File: src/rtl/hazard_ctrl_if.sv
// Hazard controller bus: ID-stage instruction info and core status in,
// pipeline-register enables/flushes and performance counters out.
interface hazard_ctrl_if #(
  parameter int CNT_W = 16
);
  logic [31:0]      id_instr_i;
  logic             id_rs1_used_i;
  logic             id_rs2_used_i;
  logic             id_rd_wren_i;
  logic             id_is_load_i;
  logic             br_taken_i;
  logic             lsu_busy_i;
  logic             pc_en_o;
  logic             if_id_en_o;
  logic             if_id_flush_o;
  logic             id_ex_en_o;
  logic             id_ex_flush_o;
  logic             ex_mem_en_o;
  logic [CNT_W-1:0] stall_cnt_o;
  logic [CNT_W-1:0] flush_cnt_o;

  // core side: supplies instruction info, consumes control
  modport master (
    output id_instr_i, id_rs1_used_i, id_rs2_used_i, id_rd_wren_i, id_is_load_i,
           br_taken_i, lsu_busy_i,
    input  pc_en_o, if_id_en_o, if_id_flush_o, id_ex_en_o, id_ex_flush_o,
           ex_mem_en_o, stall_cnt_o, flush_cnt_o
  );

  // controller side
  modport slave (
    input  id_instr_i, id_rs1_used_i, id_rs2_used_i, id_rd_wren_i, id_is_load_i,
           br_taken_i, lsu_busy_i,
    output pc_en_o, if_id_en_o, if_id_flush_o, id_ex_en_o, id_ex_flush_o,
           ex_mem_en_o, stall_cnt_o, flush_cnt_o
  );
endinterface

File: src/rtl/hazard_ctrl.sv
// Pipeline hazard controller for the 5-stage RV32I core. Tracks in-flight
// destination registers (EX/MEM/WB), detects RAW hazards against ID and
// resolves LSU wait > taken branch > data stall by fixed priority.
module hazard_ctrl #(
  parameter bit FORWARD   = 1'b1,
  parameter bit WB_BYPASS = 1'b1,
  parameter int CNT_W     = 16
) (
  input logic         clk_i,
  input logic         reset_ni,
  hazard_ctrl_if.slave bus
);

  typedef struct packed {
    logic       wren;
    logic [4:0] rd;
    logic       load;
  } ent_t;

  ent_t             ex_q, mem_q, wb_q;
  logic [4:0]       rs1, rs2;
  logic             hazard, stall, flush;
  logic [CNT_W-1:0] stall_cnt, flush_cnt;
  logic             unused;

  // a source that is not read is folded to x0, which never matches
  assign rs1 = bus.id_rs1_used_i ? bus.id_instr_i[19:15] : 5'd0;
  assign rs2 = bus.id_rs2_used_i ? bus.id_instr_i[24:20] : 5'd0;

  assign unused = ^{bus.id_instr_i[31:25], bus.id_instr_i[14:12], bus.id_instr_i[6:0],
                    mem_q.load, wb_q.load};

  function automatic logic hit(ent_t e, logic [4:0] r);
    return e.wren && (e.rd == r) && (r != 5'd0);
  endfunction

  // RAW detection: with forwarding only load-use in EX can't be bypassed
  always_comb begin
    hazard = 1'b0;
    if (FORWARD) begin
      hazard = ex_q.load && (hit(ex_q, rs1) || hit(ex_q, rs2));
    end else begin
      hazard = hit(ex_q, rs1) || hit(ex_q, rs2) || hit(mem_q, rs1) || hit(mem_q, rs2);
      if (!WB_BYPASS) hazard = hazard || hit(wb_q, rs1) || hit(wb_q, rs2);
    end
  end

  // priority resolution of enables/flushes: reset, LSU wait, branch, stall
  always_comb begin
    bus.pc_en_o       = 1'b0;
    bus.if_id_en_o    = 1'b0;
    bus.if_id_flush_o = 1'b0;
    bus.id_ex_en_o    = 1'b0;
    bus.id_ex_flush_o = 1'b0;
    bus.ex_mem_en_o   = 1'b0;
    stall             = 1'b0;
    flush             = 1'b0;
    if (!reset_ni || bus.lsu_busy_i) begin
      // everything frozen
    end else if (bus.br_taken_i) begin
      // ID instruction is squashed, so any hazard it carries is moot
      bus.pc_en_o       = 1'b1;
      bus.if_id_en_o    = 1'b1;
      bus.if_id_flush_o = 1'b1;
      bus.id_ex_en_o    = 1'b1;
      bus.id_ex_flush_o = 1'b1;
      bus.ex_mem_en_o   = 1'b1;
      flush             = 1'b1;
    end else if (hazard) begin
      bus.id_ex_en_o    = 1'b1;
      bus.id_ex_flush_o = 1'b1;
      bus.ex_mem_en_o   = 1'b1;
      stall             = 1'b1;
    end else begin
      bus.pc_en_o       = 1'b1;
      bus.if_id_en_o    = 1'b1;
      bus.id_ex_en_o    = 1'b1;
      bus.ex_mem_en_o   = 1'b1;
    end
  end

  // shadow pipeline advances with the real one; a flushed ID/EX becomes a bubble
  always_ff @(posedge clk_i) begin
    if (!reset_ni) begin
      ex_q  <= '0;
      mem_q <= '0;
      wb_q  <= '0;
    end else if (!bus.lsu_busy_i) begin
      wb_q  <= mem_q;
      mem_q <= ex_q;
      ex_q  <= bus.id_ex_flush_o ? '0 :
               ent_t'{wren: bus.id_rd_wren_i, rd: bus.id_instr_i[11:7], load: bus.id_is_load_i};
    end
  end

  // saturating performance counters
  always_ff @(posedge clk_i) begin
    if (!reset_ni) begin
      stall_cnt <= '0;
      flush_cnt <= '0;
    end else begin
      if (stall && (stall_cnt != '1)) stall_cnt <= stall_cnt + {{(CNT_W-1){1'b0}}, 1'b1};
      if (flush && (flush_cnt != '1)) flush_cnt <= flush_cnt + {{(CNT_W-1){1'b0}}, 1'b1};
    end
  end

  assign bus.stall_cnt_o = stall_cnt;
  assign bus.flush_cnt_o = flush_cnt;

endmodule

File: src/flat_wrapper.sv
// flat-port wrapper written by rule: the top's interface ports become plain ports
module hazard_ctrl_flat 
#(
  parameter bit FORWARD   = 1'b1,
  parameter bit WB_BYPASS = 1'b1,
  parameter int CNT_W     = 16
)
  (clk_i, reset_ni, bus_id_instr_i, bus_id_rs1_used_i, bus_id_rs2_used_i, bus_id_rd_wren_i, bus_id_is_load_i, bus_br_taken_i, bus_lsu_busy_i, bus_pc_en_o, bus_if_id_en_o, bus_if_id_flush_o, bus_id_ex_en_o, bus_id_ex_flush_o, bus_ex_mem_en_o, bus_stall_cnt_o, bus_flush_cnt_o);
  hazard_ctrl_if #(.CNT_W(CNT_W)) bus_i ();
  input logic clk_i;
  input logic reset_ni;
  input wire logic [$bits(bus_i.id_instr_i)-1:0] bus_id_instr_i;
  input wire logic [$bits(bus_i.id_rs1_used_i)-1:0] bus_id_rs1_used_i;
  input wire logic [$bits(bus_i.id_rs2_used_i)-1:0] bus_id_rs2_used_i;
  input wire logic [$bits(bus_i.id_rd_wren_i)-1:0] bus_id_rd_wren_i;
  input wire logic [$bits(bus_i.id_is_load_i)-1:0] bus_id_is_load_i;
  input wire logic [$bits(bus_i.br_taken_i)-1:0] bus_br_taken_i;
  input wire logic [$bits(bus_i.lsu_busy_i)-1:0] bus_lsu_busy_i;
  output wire logic [$bits(bus_i.pc_en_o)-1:0] bus_pc_en_o;
  output wire logic [$bits(bus_i.if_id_en_o)-1:0] bus_if_id_en_o;
  output wire logic [$bits(bus_i.if_id_flush_o)-1:0] bus_if_id_flush_o;
  output wire logic [$bits(bus_i.id_ex_en_o)-1:0] bus_id_ex_en_o;
  output wire logic [$bits(bus_i.id_ex_flush_o)-1:0] bus_id_ex_flush_o;
  output wire logic [$bits(bus_i.ex_mem_en_o)-1:0] bus_ex_mem_en_o;
  output wire logic [$bits(bus_i.stall_cnt_o)-1:0] bus_stall_cnt_o;
  output wire logic [$bits(bus_i.flush_cnt_o)-1:0] bus_flush_cnt_o;
  assign bus_i.id_instr_i = bus_id_instr_i;
  assign bus_i.id_rs1_used_i = bus_id_rs1_used_i;
  assign bus_i.id_rs2_used_i = bus_id_rs2_used_i;
  assign bus_i.id_rd_wren_i = bus_id_rd_wren_i;
  assign bus_i.id_is_load_i = bus_id_is_load_i;
  assign bus_i.br_taken_i = bus_br_taken_i;
  assign bus_i.lsu_busy_i = bus_lsu_busy_i;
  assign bus_pc_en_o = bus_i.pc_en_o;
  assign bus_if_id_en_o = bus_i.if_id_en_o;
  assign bus_if_id_flush_o = bus_i.if_id_flush_o;
  assign bus_id_ex_en_o = bus_i.id_ex_en_o;
  assign bus_id_ex_flush_o = bus_i.id_ex_flush_o;
  assign bus_ex_mem_en_o = bus_i.ex_mem_en_o;
  assign bus_stall_cnt_o = bus_i.stall_cnt_o;
  assign bus_flush_cnt_o = bus_i.flush_cnt_o;
  hazard_ctrl #(.FORWARD(FORWARD), .WB_BYPASS(WB_BYPASS), .CNT_W(CNT_W)) u_core (.clk_i(clk_i), .reset_ni(reset_ni), .bus(bus_i));
endmodule
File: config.mk
export PLATFORM = sky130hd
export DESIGN_NAME = hazard_ctrl_flat
export DESIGN_NICKNAME = d
export VERILOG_FILES = /design/src/rtl/hazard_ctrl_if.sv /design/src/rtl/hazard_ctrl.sv /design/src/flat_wrapper.sv
export SDC_FILE = /design/constraint.sdc
export NUM_CORES = 1
export LEC_CHECK = 0
export BUFFER_PORTS_ARGS = -buffer_cell sky130_fd_sc_hd__buf_4
export CAP_MARGIN = 20
export CORE_UTILIZATION = 39
export DETAILED_ROUTE_END_ITERATION = 16
export PLACE_DENSITY = 0.66
export SYNTH_ARGS = -nofsm -noshare
export SYNTH_HDL_FRONTEND = slang
export SYNTH_SLANG_ARGS = --single-unit
File: constraint.sdc
create_clock -name clk_i -period 2.4 [get_ports clk_i]
set_clock_uncertainty 0.15 [all_clocks]
set_input_delay 0.12 -clock clk_i [delete_from_list [all_inputs] [get_ports clk_i]]
set_output_delay 0.12 -clock clk_i [all_outputs]
set_load 0.01 [all_outputs]
[Word level (Yosys, flattened, before mapping)]
Index checks and enable logic that the tools add are counted.
Storage, ports and cells
  bits in registers: 39
  input bits: 40
  word-level logic and storage cells: 37
Cells by class
  add/subtract/negate cells: 2
  equality and inequality tests: 4
  muxes and demuxes: 14
  reductions and logical operators: 12
Operators by type and width (count)
  adder 16 x 1 -> 16 bit (second input constant): 2
  != test 16 bit (second input constant): 2
  2-to-1 mux 1 bit: 11
  == test 5 bit: 2
  2-to-1 mux 5 bit: 2
  nonzero test 5 bit: 2
  logical AND 1 bit: 7
  2-to-1 mux 7 bit: 1
  logical OR 1 bit: 2
  logical NOT 1 bit: 1

[Longest topological paths before layout]
Gate-level depths: netlist of the first run.
  word-level depth: 10
  mapped depth: 9
  depth with buffers taken out: 7

[Worst setup path before layout of the first run]
No wires, ideal clock.
  path type: register to register
  from: register u_core.stall_cnt[0] (netlist: u_core.bus.stall_cnt_o[0])
  to: register u_core.stall_cnt[8] (netlist: u_core.bus.stall_cnt_o[8])
  setup time: 0.119 ns
  arrival time: 1.894 ns
  data required time: 2.131 ns
  setup slack: 0.237 ns
  cell stages (with the launch flop): 10
  buffers on the path: 2
  path through: dfxtp_1 > ha_1 > and3_4 > and3_4 > buf_6 > a41o_4 > a21oi_2 > buf_4 > nand4_1 > mux2i_1
Between the ends
  cells in the longest elaborated chain, start to end: 2
Ends and longest elaborated chain
  start, declared: RTL line hazard_ctrl.sv:23  | logic [CNT_W-1:0] stall_cnt, flush_cnt;
  start signal, assigned: RTL line hazard_ctrl.sv:102  | if (stall && (stall_cnt != '1)) stall_cnt <= stall_cnt + {{(CNT_W-1){1'b0}}, 1'b1};
  branches (longest 2 deep; another with adder 16 x 1 -> 16 bit)
Several ways; the timed one is not identified.
A chain may end at the register's enable or synchronous reset.

[Final worst setup path of the first run]
  from: register u_core.ex_q[2] (netlist bit)
  to: output bus_if_id_en_o
Between the ends
  cells in the longest elaborated chain, start to end: 8
Ends and longest elaborated chain
  start, declared: RTL line hazard_ctrl.sv:20  | ent_t ex_q, mem_q, wb_q;
  start signal, assigned: RTL line hazard_ctrl.sv:91  | ex_q <= bus.id_ex_flush_o ? '0 :
  == test 5 bit: RTL line hazard_ctrl.sv:34  | return e.wren && (e.rd == r) && (r != 5'd0);
  logical AND 1 bit, on equally long branches (2 in a row)
  logical OR 1 bit (*)
  logical AND 1 bit (*): RTL line hazard_ctrl.sv:41  | hazard = ex_q.load && (hit(ex_q, rs1) || hit(ex_q, rs2));
  2-to-1 mux 1 bit (*): RTL line hazard_ctrl.sv:69  | end else if (hazard) begin
  2-to-1 mux 1 bit (*): RTL line hazard_ctrl.sv:60  | end else if (bus.br_taken_i) begin
  2-to-1 mux 1 bit (*): RTL line hazard_ctrl.sv:58  | if (!reset_ni || bus.lsu_busy_i) begin
  end, declared: RTL line flat_wrapper.sv:20  | output wire logic [$bits(bus_i.if_id_en_o)-1:0] bus_if_id_en_o;
Every way passes the cells marked *; elsewhere a longest branch is shown, timed or not.

==> reports/results.ini, run 1 <==
[setup_path]
critPathMaxStageDelay_ns = 0.35
worstPathMaxFanout = 10
crit_buf_inv = 1
cp_cell_sequence = xor2_1, nor3_2, nand4_4, and2_1, o21a_1, buf_4
critPathLaunchType = flip-flop
cp.required_ns = 2.13
cp.arrival_ns = 1.92
end_kind = output pin
crit_family = simple AND/OR/NAND/NOR gates
cp_slowest_cell = dfxtp_1
worst-setup-path-type = flip-flop to output pin
rrSetupSlack_ns = 0.22

[floorplan]
fp.dieH_um = 74.8
core_um2 = 5110
chipWidth_um = 74.8
die-area_um2 = 5590
ios = 78
initial_core_util_pct = 40.4
rows = 26

[clock_network]
htree_levels = 2
clk_latency_ns = 0.28
path_clk_slew_ns = 0.07
clockRootBuffer = clkbuf_8
numCtsBuffers = 5
clkSinkCount = 39
ctsLongestPathBuffers = 2
post_cts_buffers = 0
tritoncts = done

[global_routing]
grt_pass1_wl_mm = 7.81
antenna_found_initial = 0
gr-total-overflow = 0
first_global_vias = 1730
grt_use_total_pct = 18.2
grt_max_degree = 21

[yosys]
synthSimpleGateAreaFrac_pct = 28.4
synth.avg_cell_area_um2 = 9.22
synth_nets = 266
synth_adder_area_share_pct = 1.21
synth-compound-area-share_pct = 16.1
synthXorXnorAreaFrac_pct = 10.6
ys_ff_latch = 39
netlist.area_leader.share_pct = 37.8
yosysTopAreaCell = dfxtp_1
syn-cell-area_um2 = 2060
muxShareOfSynthArea_pct = 2.42
synth_cell_type_count = 41
synth_edf_count = 0
ys_seq_area_share_pct = 37.8
yosys-top-cells-area = dfxtp_1, xnor2_1, xor2_1
synthFlopType = dfxtp_1
synth_top_family_by_area = simple AND/OR/NAND/NOR gates
syn_inst = 224
synthArstFlopShare_pct = 0
yosys_warnings = 0

[finish]
fin_area_um2 = 2750
syn_to_final_growth_pct = 33.0
n_antenna_cell = 0
layout_common_cells = buf_4, dfxtp_1, nand2_1, nor2_1, nand3_1
drive_above_1_share_pct = 30.5
final_common_cell = buf_4
final_nets = 338

[sta]
finalWorstSetupSlack_ns = 0.210
min_period_ns = 2.19
fmax_mhz = 457
rsz0062_at_grt = false
setup-tns-final_ns = 0
finalSetupViolCount = 0
maxSlewHeadroom_pct = 53.0
worst_slew_pin_slew_ns = 0.704
drv_slew = 0
hold_viol = 0
whs_ns = 0.160
period_share_pct = 91.2

[routing]
drt_iter0_markers = 76
drc_errors = 0
ant_nets = 0
drt-pass1-iter-count = 4
num_vias = 1825
vias_per_cell = 5.00
routed_wirelength_mm = 4.56
avgRoutedWirePerCell_um = 12.5

[pwr]
leakagePower_nw = 1.12
cellPowerDensity_nw_per_um2 = 429
total_power_mw = 1.18
ir_drop_mv = 0.215

[placement]
gp_congestion = 0.783
detailed_place.area_um2 = 2600
place.port_buffers = 60
pre_cts_slack_ns = 0.219
dp_hpwl_mm = 3.27

[run]
maxCapViolations = 0

[status]
status = finished clean

[hold_path]
min_path_type = input port to flip-flop

cells by family after synthesis:
family	after synthesis
AND/OR/NAND/NOR	105
flip-flops	39
AO/OA/AOI/OAI	34
XOR/XNOR	25
buffers and inverters	14
multiplexers	5
adder cells (fa/ha/maj)	2
flip-flops by register name, indices dropped and copies added (netlist names):
signal                  flops
u_core.ex_q                 7
u_core.bus.stall_cnt_o     16
u_core.bus.flush_cnt_o     16
stage by stage:
stage,utilization (%),std cells
finish,53.7,365
global route,53.7,365
CTS,53.7,365
detailed placement,51.0,352
global placement,51.0,352
floorplan,-,224
path summary, 6_finish.rpt:
path | startpoint | to | cells after the start
setup / recovery | u_core.ex_q[2] | bus_if_id_en_o | 6
hold / removal | reset_ni | u_core.bus.flush_cnt_o[12] | 3
setup reg to reg | u_core.bus.stall_cnt_o[0] | u_core.bus.stall_cnt_o[13] | 7
hold reg to reg | u_core.ex_q[6] | u_core.ex_q[6] | 1
cell type report:
cell class	instances	area [um^2]
multi-input cells	171	1210
fillers	476	2360
well taps	70	87.6
inverters	5	18.8
repair buffers	74	573
flip-flops and latches	39	781
clock buffers	6	72.6
synth_stat cells (3+ instances only):
library cell and instances:
xnor2_1 13, o21ai_1 4, dfxtp_1 39, nand3b_1 3, clkbuf_1 5, o21ai_0 4
xor2_1 12, and2_1 3, and3_1 6, nor2_1 22, nand2b_1 5, buf_4 3
nand4_1 8, nand2_1 24, a2111oi_2 4, mux2i_1 5, a22o_1 7, inv_1 5
nand3_1 16
power breakdown:
group | internal, mW | switching [mW] | total (mW)
registers | 0.653 | 0.00580 | 0.659
clock network | 0.194 | 0.208 | 0.401
logic | 0.0613 | 0.0556 | 0.117
total | 0.908 | 0.269 | 1.18
worst min-delay path, stage by stage:
cell and delay, ns:
buf_4 0.11, buf_4 0.19, o211a_1 0.12
per-layer routing:
metal  vias to the layer above  routed length (um)  GRT usage (%)
li1                        937                   -              -
met1                       834                2140           22.8
met5                         -                   0              0
met4                         0                  61           6.92
met3                         7                 220           3.48
met2                        47                2140           30.9
repair_timing:
item,in CTS,in global routing
resized for setup,0,0
hold endpoints to repair,7,0
endpoints found under the setup margin,0,0
hold buffers,7,0
Note: power is estimated with default switching activity, not from simulation.
==> run 2: changes to the inputs <==
- CORE_ASPECT_RATIO: not set -> 0.75
- GPL_TIMING_DRIVEN: not set -> 0
==> reports/results.ini, run 2 (synthesis results as in run 1) <==
[pwr]
cellPowerDensity_nw_per_um2 = 480
leakagePower_nw = 1.16
ir_drop_mv = 0.291

[finish]
n_antenna_cell = 0
final_nets = 342
drive_above_1_share_pct = 30.6
final_core_util_pct = 56.6
regArea_um2 = 781
syn_to_final_growth_pct = 36.6
layout_common_cells = buf_4, dfxtp_1, nand2_1, nor2_1, nand3_1
final_common_cell = buf_4
fillers = 469
multi_input_area_um2 = 1220

[status]
status = finished clean

[setup_path]
cp.arrival_ns = 2.34
critPathLaunchType = flip-flop
end_kind = flip-flop
rrSetupSlack_ns = 0.08
ff2ff_path_depth = 8
worst-setup-path-type = flip-flop to flip-flop
worstPathMaxFanout = 9
cp.required_ns = 2.42

[clock_network]
path_clk_slew_ns = 0.08
clockRootBuffer = clkbuf_8
numCtsBuffers = 5
tritoncts = done
clkSinkCount = 39
clk_latency_ns = 0.30
ctsLongestPathBuffers = 2
htree_levels = 2

[floorplan]
chipWidth_um = 86.0
die-area_um2 = 5590
ios = 78
fp.dieH_um = 65.0
core_um2 = 4980
initial_core_util_pct = 41.4
rows = 22

[routing]
routed_wirelength_mm = 4.89
drt-pass1-iter-count = 4
vias_per_cell = 5.02
num_vias = 1873
drt_iter0_markers = 79
ant_nets = 0
avgRoutedWirePerCell_um = 13.1
drc_errors = 0

[global_routing]
grt_pass1_wl_mm = 8.21
use_met1_pct = 26.8
gr-total-overflow = 0
grt_max_degree = 13
use_met2_pct = 27.8
grt-busiest-layer = met2
first_global_vias = 1713
grt_use_met3_pct = 4.33
grt_use_total_pct = 18.8
antenna_found_initial = 0

[sta]
hold_viol = 0
whs_ns = 0.244
finalSetupViolCount = 0
rsz0062_at_grt = true
period_share_pct = 96.7
drv_slew = 0
min_period_ns = 2.32
worst_slew_pin_slew_ns = 0.531
maxSlewHeadroom_pct = 64.6
fmax_mhz = 431

[hold_path]
min_path_type = input port to flip-flop
worstHoldPathCells = 4

[placement]
gp_congestion = 0.787
dp_hpwl_mm = 3.49
place.port_buffers = 60

[run]
maxCapViolations = 0

==> run 2: cell types whose count changed in the layout (fill, tap and decap cells not counted), sizes merged <==
cell and delta:
clkinv +1, clkbuf +5, buf -1, bufinv +1
==> run 2: power by group <==
group	internal, mW	switching [mW]	total (mW)
logic	0.0620	0.0543	0.116
registers	0.653	0.00838	0.661
clock network	0.337	0.241	0.578
total	1.05	0.304	1.36
==> run 2: final cells by class <==
class                           count  share of cell area [%]
Tap cell                           72                    3.19
Timing Repair Buffer               69                    19.0
Clock buffer                        6                    2.93
Sequential cell                    39                    27.7
Buffer                              9                    2.00
Inverter                            5                   0.665
Multi-Input combinational cell    171                    43.3
Clock inverter                      2                    1.24
==> run 2: stage by stage <==
step / std cells / area (um^2) / setup slack [ns] / power [mW] / setup TNS [ns]
global placement: 356 / 2610 / 0.130 / 0.782 / 0
CTS: 371 / 2790 / 0.00811 / 1.36 / 0
finish: 373 / 2820 / 0.0793 / 1.36 / 0
detailed placement: 356 / 2610 / 0.109 / 0.784 / 0
global route: 373 / 2820 / -0.0256 / 1.40 / -0.0395
floorplan: 224 / 2060 / 0.237 / 0.731 / 0
==> run 2: path summary, 6_finish.rpt <==
kind,from,end
worst max-delay path,u_core.bus.stall_cnt_o[0],u_core.bus.stall_cnt_o[13]
worst min register to register,u_core.bus.stall_cnt_o[8],u_core.bus.stall_cnt_o[8]
worst max register to register,u_core.bus.stall_cnt_o[0],u_core.bus.stall_cnt_o[13]
worst min-delay path,reset_ni,u_core.bus.stall_cnt_o[1]
==> run 2: critical path, stage by stage, from the launching register on <==
cell and delay (ns):
dfxtp_1 0.36, ha_1 0.24, and3_4 0.20, and3_4 0.17, buf_6 0.13, a41o_4 0.34, a2111oi_2 0.38, xnor2_1 0.16
nor2_1 0.05
==> run 2: timing repair <==
item / in CTS / in global routing
hold buffers: 7 / 0
endpoints found under the hold margin: 7 / 0
setup buffers: 0 / 2
gates resized for setup: 0 / 2
endpoints found under the setup margin: 0 / 6
==> run 2: layer usage <==
layer	share of wire, %	vias to the layer above
li1	-	950
met1	52	873
met2	42	42
met3	4.6	8
met4	1.4	0
met5	0	-
==> run 3: changes to the inputs <==
==> constraint.sdc (replaced) <==
create_clock -name clk_i -period 2.4 [get_ports clk_i]
set_clock_uncertainty 0.15 [all_clocks]
set_input_delay 0.36 -clock clk_i [delete_from_list [all_inputs] [get_ports clk_i]]
set_output_delay 0.36 -clock clk_i [all_outputs]
set_load 0.01 [all_outputs]
==> reports/results.ini, run 3 (synthesis results as in run 1) <==
[status]
status = finished clean

[pwr]
leakagePower_nw = 1.14
ir_drop_mv = 0.291
cellPowerDensity_nw_per_um2 = 485
total_power_mw = 1.35

[sta]
finalSetupViolCount = 0
fmax_mhz = 427
rsz0062_at_grt = true
period_share_pct = 97.6
min_period_ns = 2.34
maxSlewHeadroom_pct = 65.3
worst_slew_pin_slew_ns = 0.520
hold_viol = 0
finalWorstSetupSlack_ns = 0.0575
drv_slew = 0

[floorplan]
chipWidth_um = 86.0
initial_core_util_pct = 41.4
rows = 22
ios = 78
core_um2 = 4980
die-area_um2 = 5590
fp.dieH_um = 65.0

[placement]
pre_cts_slack_ns = 0.0145
post-place-cells = 356
place.port_buffers = 60
dp_hpwl_mm = 3.49
gp_congestion = 0.787

[setup_path]
cp.required_ns = 1.89
critPathMaxStageDelay_ns = 0.35
worst-setup-path-type = flip-flop to output pin
cp_cell_sequence = xor2_1, nor3_2, nand4_4, and2_4, o21a_1, buf_4, buf_4
crit_buf_inv = 2
cp.arrival_ns = 1.83
critPathMostFrequentCell = buf_4
end_kind = output pin
crit_family = simple AND/OR/NAND/NOR gates
worstPathMaxFanout = 4
cp_slowest_cell = dfxtp_2
critPathLaunchType = flip-flop

[routing]
vias_per_cell = 4.96
drt-pass1-iter-count = 4
top_layer = met4
num_vias = 1816
routed_wirelength_mm = 4.85
drt_iter0_markers = 95
wl_met2_mm = 2.06
wl_met1_mm = 2.55
wl_met3_um = 195
avgRoutedWirePerCell_um = 13.3
drc_errors = 0
ant_nets = 0

[finish]
fillers = 477
layout_common_cells = buf_4, dfxtp_1, nand2_1, nor2_1, nand3_1
stdcell_count = 366
final_nets = 335
regArea_um2 = 783
syn_to_final_growth_pct = 34.4
n_antenna_cell = 0
final_core_util_pct = 55.7
drive_above_1_share_pct = 32.3
multi_input_area_um2 = 1240
final_common_cell = buf_4

[clock_network]
path_clk_slew_ns = 0.08
hold_buffers = 0
clk_latency_ns = 0.30
tritoncts = done
numCtsBuffers = 5
clockRootBuffer = clkbuf_8
clkSinkCount = 39
htree_levels = 2
ctsLongestPathBuffers = 2

[hold_path]
min_path_type = input port to flip-flop

[run]
maxCapViolations = 0

[global_routing]
grt_max_degree = 13
antenna_found_initial = 0
gr-total-overflow = 0
first_global_vias = 1689
grt_pass1_wl_mm = 8.20
grt_use_total_pct = 18.8

run 3: changes by cell type in the layout (fill, tap and decap cells not counted):
| cell | before | now |
|---|---|---|
| a2111oi_2 | 4 | 3 |
| dfxtp_1 | 39 | 37 |
| a21oi_4 | 0 | 1 |
| a2111oi_4 | 2 | 3 |
| dlygate4sd3_1 | 7 | 0 |
| and2_1 | 3 | 2 |
| a21oi_2 | 2 | 1 |
| and2_4 | 0 | 1 |
| dfxtp_2 | 0 | 2 |
run 3: per-layer routing:
layer	GRT usage, %	up-vias
li1	-	932
met1	27.0	847
met2	27.4	32
met3	4.46	5
met4	6.25	0
met5	0	-
run 3: worst register-to-register path, delay by kind of cell (launching register included):
kind            cells  cell delay, ns
compound gates      2            0.72
xor+xnor            1            0.16
fa+ha+maj           1            0.25
buf+inv             1            0.13
flops               1            0.37
simple gates        3            0.42
run 3: path summary, 6_finish.rpt:
| kind | depth (start not counted) | startpoint | slack [ns] | endpoint |
|---|---|---|---|---|
| setup / recovery | 7 | u_core.ex_q[4] | 0.06 | bus_pc_en_o |
| hold / removal | 2 | bus_id_is_load_i | 0.13 | u_core.ex_q[0] |
| setup reg to reg | 8 | u_core.bus.stall_cnt_o[0] | 0.06 | u_core.bus.stall_cnt_o[11] |
| hold reg to reg | 1 | u_core.ex_q[0] | 0.35 | u_core.ex_q[0] |
run 3: timing repair:
item                                    in CTS  in global routing
setup buffers                                2                  0
endpoints found under the hold margin        0                  0
pin swaps                                    3                  1
gates resized for setup                      1                  6
endpoints found under the setup margin       2                  7
run 3: metrics by stage:
step | hold slack [ns] | instance area [um^2] | TNS (ns)
6_report | 0.128 | 2780 | 0
5_1_grt | 0.123 | 2780 | -0.0647
4_1_cts | 0.121 | 2740 | 0
3_5_place_dp | 0.324 | 2610 | 0
3_3_place_gp | 0.322 | 2610 | 0
2_1_floorplan | 0.298 | 2060 | 0
run 3: report_power, final:
group | internal (mW) | switching [mW]
clock | 0.337 | 0.240
sequential | 0.653 | 0.00824
combinational | 0.0546 | 0.0528
run 3: final cells by class:
cell class | count | share of cell area, %
plain buffers | 9 | 2.03
inverters | 5 | 0.676
well taps | 72 | 3.25
flip-flops and latches | 39 | 28.2
clock buffers | 6 | 2.98
clock inverters | 2 | 1.26
repair buffers | 62 | 16.8
multi-input cells | 171 | 44.8
